File: src/rtl/mem_stage_if.sv
// Data-memory bus between the memory stage (master) and a variable-latency data memory (slave).
// Requests are levels held until dm_rdy; read data is qualified by dm_rdy.
interface mem_stage_if #(
  parameter int DATA_W = 16
);
  logic [DATA_W-1:0] dm_addr;
  logic [DATA_W-1:0] dm_wdata;
  logic              dm_re;
  logic              dm_we;
  logic [DATA_W-1:0] dm_rdata;
  logic              dm_rdy;

  modport master (
    output dm_addr,
    output dm_wdata,
    output dm_re,
    output dm_we,
    input  dm_rdata,
    input  dm_rdy
  );

  modport slave (
    input  dm_addr,
    input  dm_wdata,
    input  dm_re,
    input  dm_we,
    output dm_rdata,
    output dm_rdy
  );
endinterface

File: src/rtl/mem_stage.sv
// Memory pipeline stage: forwards ALU results, or runs one load/store on the data-memory bus,
// stalling EX until the memory answers or the access times out.
module mem_stage #(
  parameter int DATA_W  = 16,
  parameter int TIMEOUT = 15
) (
  input  logic              clk,
  input  logic              rst_n,
  input  logic              valid_i,
  input  logic [DATA_W-1:0] dst_i,
  input  logic [DATA_W-1:0] sdata_i,
  input  logic              mem_re_i,
  input  logic              mem_we_i,
  output logic              stall_o,
  mem_stage_if.master       dm,
  output logic [DATA_W-1:0] wb_data_o,
  output logic              wb_valid_o,
  output logic              mem_err_o
);

  localparam int CNT_W = $clog2(TIMEOUT) + 1;
  localparam logic [CNT_W-1:0] CNT_LAST = CNT_W'(TIMEOUT - 1);
  localparam logic [CNT_W-1:0] CNT_ONE  = CNT_W'(1);
  localparam logic [CNT_W-1:0] CNT_ZERO = CNT_W'(0);

  typedef enum logic [0:0] {
    ST_IDLE   = 1'b0,
    ST_ACCESS = 1'b1
  } state_t;

  state_t            state_q,    state_d;
  logic [CNT_W-1:0]  cnt_q,      cnt_d;
  logic [DATA_W-1:0] addr_q,     addr_d;
  logic [DATA_W-1:0] wdata_q,    wdata_d;
  logic              re_q,       re_d;
  logic              we_q,       we_d;
  logic [DATA_W-1:0] wb_data_q,  wb_data_d;
  logic              wb_valid_q, wb_valid_d;
  logic              err_q,      err_d;
  logic              last_s;

  assign last_s = (cnt_q == CNT_LAST);

  // Next-state, request handling and EX stall decode.
  always_comb begin
    state_d    = state_q;
    cnt_d      = cnt_q;
    addr_d     = addr_q;
    wdata_d    = wdata_q;
    re_d       = re_q;
    we_d       = we_q;
    wb_data_d  = wb_data_q;
    wb_valid_d = 1'b0;
    err_d      = err_q;
    stall_o    = 1'b0;
    case (state_q)
      ST_IDLE: begin
        if (valid_i) begin
          if (mem_re_i && mem_we_i) begin
            err_d = 1'b1;
          end else if (mem_re_i || mem_we_i) begin
            stall_o = 1'b1;
            addr_d  = dst_i;
            wdata_d = sdata_i;
            re_d    = mem_re_i;
            we_d    = mem_we_i;
            cnt_d   = CNT_ZERO;
            state_d = ST_ACCESS;
          end else begin
            wb_data_d  = dst_i;
            wb_valid_d = 1'b1;
          end
        end else begin
          wb_valid_d = 1'b0;
        end
      end
      ST_ACCESS: begin
        cnt_d   = cnt_q + CNT_ONE;
        stall_o = ~dm.dm_rdy & ~last_s;
        if (dm.dm_rdy) begin
          if (re_q) begin
            wb_data_d  = dm.dm_rdata;
            wb_valid_d = 1'b1;
          end else begin
            wb_valid_d = 1'b0;
          end
          re_d    = 1'b0;
          we_d    = 1'b0;
          state_d = ST_IDLE;
        end else if (last_s) begin
          // Aborted loads still retire (with zero) so the destination register is defined.
          if (re_q) begin
            wb_data_d  = {DATA_W{1'b0}};
            wb_valid_d = 1'b1;
          end else begin
            wb_valid_d = 1'b0;
          end
          re_d    = 1'b0;
          we_d    = 1'b0;
          err_d   = 1'b1;
          state_d = ST_IDLE;
        end else begin
          state_d = ST_ACCESS;
        end
      end
      default: begin
        re_d    = 1'b0;
        we_d    = 1'b0;
        state_d = ST_IDLE;
      end
    endcase
  end

  // State, bus and write-back registers.
  always_ff @(posedge clk or negedge rst_n) begin
    if (!rst_n) begin
      state_q    <= ST_IDLE;
      cnt_q      <= CNT_ZERO;
      addr_q     <= {DATA_W{1'b0}};
      wdata_q    <= {DATA_W{1'b0}};
      re_q       <= 1'b0;
      we_q       <= 1'b0;
      wb_data_q  <= {DATA_W{1'b0}};
      wb_valid_q <= 1'b0;
      err_q      <= 1'b0;
    end else begin
      state_q    <= state_d;
      cnt_q      <= cnt_d;
      addr_q     <= addr_d;
      wdata_q    <= wdata_d;
      re_q       <= re_d;
      we_q       <= we_d;
      wb_data_q  <= wb_data_d;
      wb_valid_q <= wb_valid_d;
      err_q      <= err_d;
    end
  end

  assign dm.dm_addr  = addr_q;
  assign dm.dm_wdata = wdata_q;
  assign dm.dm_re    = re_q;
  assign dm.dm_we    = we_q;
  assign wb_data_o   = wb_data_q;
  assign wb_valid_o  = wb_valid_q;
  assign mem_err_o   = err_q;

endmodule

File: src/flat_wrapper.sv
// flat-port wrapper written by rule: the top's interface ports become plain ports
module mem_stage_flat 
#(
  parameter int DATA_W  = 16,
  parameter int TIMEOUT = 15
)
  (clk, rst_n, valid_i, dst_i, sdata_i, mem_re_i, mem_we_i, stall_o, wb_data_o, wb_valid_o, mem_err_o, dm_dm_addr, dm_dm_wdata, dm_dm_re, dm_dm_we, dm_dm_rdata, dm_dm_rdy);
  mem_stage_if #(.DATA_W(DATA_W)) dm_i ();
  input  logic clk;
  input  logic rst_n;
  input  logic valid_i;
  input  logic [DATA_W-1:0] dst_i;
  input  logic [DATA_W-1:0] sdata_i;
  input  logic mem_re_i;
  input  logic mem_we_i;
  output logic stall_o;
  output logic [DATA_W-1:0] wb_data_o;
  output logic wb_valid_o;
  output logic mem_err_o;
  output wire logic [$bits(dm_i.dm_addr)-1:0] dm_dm_addr;
  output wire logic [$bits(dm_i.dm_wdata)-1:0] dm_dm_wdata;
  output wire logic [$bits(dm_i.dm_re)-1:0] dm_dm_re;
  output wire logic [$bits(dm_i.dm_we)-1:0] dm_dm_we;
  input wire logic [$bits(dm_i.dm_rdata)-1:0] dm_dm_rdata;
  input wire logic [$bits(dm_i.dm_rdy)-1:0] dm_dm_rdy;
  assign dm_dm_addr = dm_i.dm_addr;
  assign dm_dm_wdata = dm_i.dm_wdata;
  assign dm_dm_re = dm_i.dm_re;
  assign dm_dm_we = dm_i.dm_we;
  assign dm_i.dm_rdata = dm_dm_rdata;
  assign dm_i.dm_rdy = dm_dm_rdy;
  mem_stage #(.DATA_W(DATA_W), .TIMEOUT(TIMEOUT)) u_core (.clk(clk), .rst_n(rst_n), .valid_i(valid_i), .dst_i(dst_i), .sdata_i(sdata_i), .mem_re_i(mem_re_i), .mem_we_i(mem_we_i), .stall_o(stall_o), .dm(dm_i), .wb_data_o(wb_data_o), .wb_valid_o(wb_valid_o), .mem_err_o(mem_err_o));
endmodule
File: config.mk
export PLATFORM = sky130hd
export DESIGN_NAME = mem_stage_flat
export DESIGN_NICKNAME = d
export VERILOG_FILES = /design/src/rtl/mem_stage_if.sv /design/src/rtl/mem_stage.sv /design/src/flat_wrapper.sv
export SDC_FILE = /design/constraint.sdc
export NUM_CORES = 1
export LEC_CHECK = 0
export ABC_AREA = 0
export ABC_CLOCK_PERIOD_IN_PS = 3500
export BUFFER_PORTS_ARGS = -buffer_cell sky130_fd_sc_hd__buf_2
export CAP_MARGIN = 20
export CORE_ASPECT_RATIO = 0.5
export CORE_UTILIZATION = 40
export DETAILED_ROUTE_END_ITERATION = 10
export PLACE_DENSITY = 0.69
export SYNTH_ARGS = -nofsm -noshare
export SYNTH_HDL_FRONTEND = slang
export SYNTH_SLANG_ARGS = --single-unit
File: constraint.sdc
create_clock -name clk -period 3.5 [get_ports clk]
set_clock_uncertainty 0.1 [all_clocks]
set_input_delay 0.35 -clock clk [delete_from_list [all_inputs] [get_ports clk]]
set_output_delay 0.35 -clock clk [all_outputs]
set_load 0.05 [all_outputs]
==> impl_metrics.py <==
metrics = {
    "worst_setup_path": {
        "crit_family": "flip-flops",
        "slowest_stage": "dfrtp_1",
        "path_cells": "inv_1 > ha_1 > and4b_1 > o22ai_1 > buf_2",
        "critPathMaxStageDelay_ps": 400,
        "cp-start-kind": "flop",
        "critPathArrivalTime_ps": 1770,
        "reg2reg_setup_slack_ps": 1530,
        "r2r-start": "u_core.cnt_q[0]",
        "path_buf_inv": 2,
        "path_class": "flop to primary output",
        "reg2reg_depth": 6,
        "cp_max_fo": 5,
        "r2r_end": "u_core.wb_data_o[12]",
        "required_ps": 3050,
        "worstSetupEndpointType": "primary output",
    },
    "logic_synthesis": {
        "yosysTopAreaCellShare_pct": 56.9,
        "yosysSeqAreaShare_pct": 56.9,
        "yosysWarnings": 0,
        "synthMuxAreaShare_pct": 20.5,
        "synth-seq-cells": 58,
        "synthFlopType": "dfrtp_1",
        "synth-compound-area-share_pct": 9.47,
        "synth.avg_cell_area_um2": 13.2,
        "synth_cell_types": 34,
        "synthTopCellsByArea": "dfrtp_1 57%, mux2_2 14%, mux2i_1 5.9%, a22oi_1 4.4%, inv_1 3.1%",
        "synth-edff-count": 0,
        "yosysTopAreaCell": "dfrtp_1",
        "synthXorXnorAreaFrac_pct": 0.343,
        "yosys.area_share.simple_pct": 4.95,
        "syn_nets": 251,
        "synthArstFlopShare_pct": 100,
        "synthMostInstantiatedCell": "dfrtp_1",
        "syn_area_um2": 2550,
        "synth_common_cells": "58 x dfrtp_1, 32 x mux2_2, 21 x inv_1, 15 x a22oi_1, 15 x mux2i_1",
        "syn_inst": 193,
        "synth_top_family_by_area": "multiplexers",
        "synth_fa_ha_area_share_pct": 1.96,
    },
    "global_routing": {
        "overflow": 0,
        "grt_util_all_layers_pct": 18.2,
        "grt_pass1_vias": 1902,
        "grt_max_degree": 47,
        "grt_pass1_wl_um": 9090,
        "antenna_found_initial": 0,
    },
    "hold_path": {
        "hold_path_class": "input pin to flop",
        "hold_end": "u_core.dm.dm_wdata[11]",
        "whs_path_depth": 2,
        "worstHoldStart": "sdata_i[11]",
    },
    "run": {
        "maxCapViolations": 0,
    },
    "die": {
        "die_x_um": 115,
        "rows": 20,
        "ios": 107,
        "start_util_pct": 41.8,
        "core-area_um2": 6110,
        "die_h_um": 58.5,
        "dieArea_um2": 6720,
    },
    "route": {
        "drt_iter0_markers": 88,
        "finalWirelength_um": 5710,
        "drtPass1Iterations": 4,
        "drc": 0,
        "viasPerCell": 4.84,
        "ant_nets": 0,
        "route.vias.total": 1928,
        "routedWlPerCell_um": 14.3,
    },
    "sta": {
        "hold_viol": 0,
        "hold_slack_ps": 148,
        "fmax_mhz": 450,
        "period_minus_slack_ps": 2220,
        "timing.slew.headroom_pct": 50.9,
        "drv_slew": 0,
        "finalSetupTns_ps": 0,
        "setup_viol": 0,
        "worst_pin_slew_ps": 736,
        "setup_ws_ps": 1280,
        "min_period_over_period_pct": 63.5,
        "rsz0062_at_grt": "no",
    },
    "clocking": {
        "clk_pin_slew_ps": 50,
        "post_cts_buffers": 0,
        "htreeDepth": 3,
        "cts_resized": 0,
        "cts_sinks": 58,
        "clock_latency_ps": 320,
        "cts-root-buf": "clkbuf_16",
        "cts_tree": "built",
        "cts_buffer_depth": 2,
        "cts_buffers": 9,
    },
    "placed_design": {
        "place_ws_ps": 1500,
        "place.gp.congestion": 0.772,
        "dpl.hpwl_um": 4010,
        "port_buffers": 106,
    },
    "cells_and_area": {
        "nets": 364,
        "fill_cells": 536,
        "syn_to_final_growth_pct": 36.2,
        "diodes": 0,
        "drive_gt1_share_pct": 51.6,
    },
    "power_and_ir_drop": {
        "p_leak_nw": 1.68,
        "powerDensity_nw_per_um2": 912,
        "ir_drop_mv": 0.366,
    },
    "outcome": {
        "outcome": "complete, no violations",
    },
}
cells by family (layout without fill, tap and decap cells):
logic type,Yosys count,in the layout
AOI/OAI and AO/OA,33,33
xor gates and xnor gates,1,1
adders and majority gates,4,4
buffers and inverters,31,148
DFF,58,58
muxes,48,48
and+or+nand+nor,18,18
worst max-delay path by stage:
stage	to	cells after the start	from	slack (ps)
6_report	stall_o	5	u_core.cnt_q[0]	1280
5_1_grt	stall_o	3	u_core.state_q	1210
4_1_cts	stall_o	5	u_core.cnt_q[0]	1270
3_5_place_dp	u_core.wb_data_o[12]	6	mem_re_i	1500
3_3_place_gp	u_core.wb_data_o[12]	6	mem_re_i	1540
2_1_floorplan	stall_o	4	u_core.cnt_q[0]	1380
final cells by class:
class / count / area [um^2] / area share, %
clock inverters: 4 / 52.6 / 1.51
multi-input cells: 104 / 948 / 27.3
well taps: 88 / 110 / 3.17
clock buffers: 11 / 243 / 6.99
repair buffers: 112 / 591 / 17.0
flip-flops and latches: 58 / 1450 / 41.8
inverters: 21 / 78.8 / 2.27
through the flow:
stage | util [%] | power (mW) | instance area [um^2] | std cells
floorplan | - | 1.99 | 2550 | 193
global placement | 51.6 | 2.29 | 3150 | 381
detailed placement | 51.6 | 2.32 | 3150 | 381
CTS | 56.4 | 3.20 | 3440 | 396
global route | 56.9 | 3.31 | 3470 | 398
finish | 56.9 | 3.17 | 3470 | 398
flip-flops by register name, indices dropped and copies added, names as in the netlist:
| signal | flops |
|---|---|
| u_core.dm.dm_re | 1 |
| u_core.dm.dm_addr | 16 |
| u_core.wb_valid_o | 1 |
| u_core.mem_err_o | 1 |
| u_core.wb_data_o | 16 |
| u_core.dm.dm_wdata | 16 |
| u_core.cnt_q | 5 |
| u_core.state_q | 1 |
| u_core.dm.dm_we | 1 |
per-layer routing:
| metal | share of wire (%) | GRT usage, % | vias up |
|---|---|---|---|
| met1 | 42 | 21.6 | 960 |
| met4 | 1.0 | 5.19 | 0 |
| li1 | - | - | 913 |
| met3 | 4.8 | 6.90 | 8 |
| met5 | 0 | 0 | - |
| met2 | 52 | 31.3 | 47 |
repair_timing:
item,4_1_cts,5_1_grt
hold buffers,0,1
hold endpoints to repair,0,6
setup endpoints to repair,0,0
report_power, final:
part / internal (mW) / leakage [nW] / switching [mW]
Sequential: 0.883 / 0.699 / 0.123
Clock: 0.565 / 0.134 / 0.296
Combinational: 0.336 / 0.852 / 0.966
cells in the final DEF (no fill, tap or decap):
cell type	netlist	routed
o211ai_1	1	1
o2bb2ai_1	1	1
xnor2_1	1	1
nor4b_4	1	1
a2bb2oi_2	1	1
nand2_1	3	3
buf_12	0	1
and4b_1	1	1
ha_1	4	4
mux2_2	32	32
nor3b_1	1	1
o21bai_1	1	1
bufinv_16	0	1
a22oi_1	15	15
and2_1	1	1
nand3_1	4	4
a32o_1	1	1
nand2b_1	1	1
dfrtp_1	58	58
buf_4	1	4
a22o_1	3	3
nand4bb_1	1	1
mux2i_1	15	15
mux2_1	1	1
o21ai_0	6	6
or3b_2	1	1
buf_2	1	106
clkbuf_1	4	1
nand4b_1	1	1
clkbuf_16	0	9
nor2_1	2	2
clkinvlp_4	0	3
inv_1	21	21
nor3_1	1	1
o22ai_1	2	2
a31oi_1	1	1
clkbuf_8	0	1
dlygate4sd3_1	0	1
a21oi_1	1	1
Note: power is estimated with default switching activity, not from simulation.
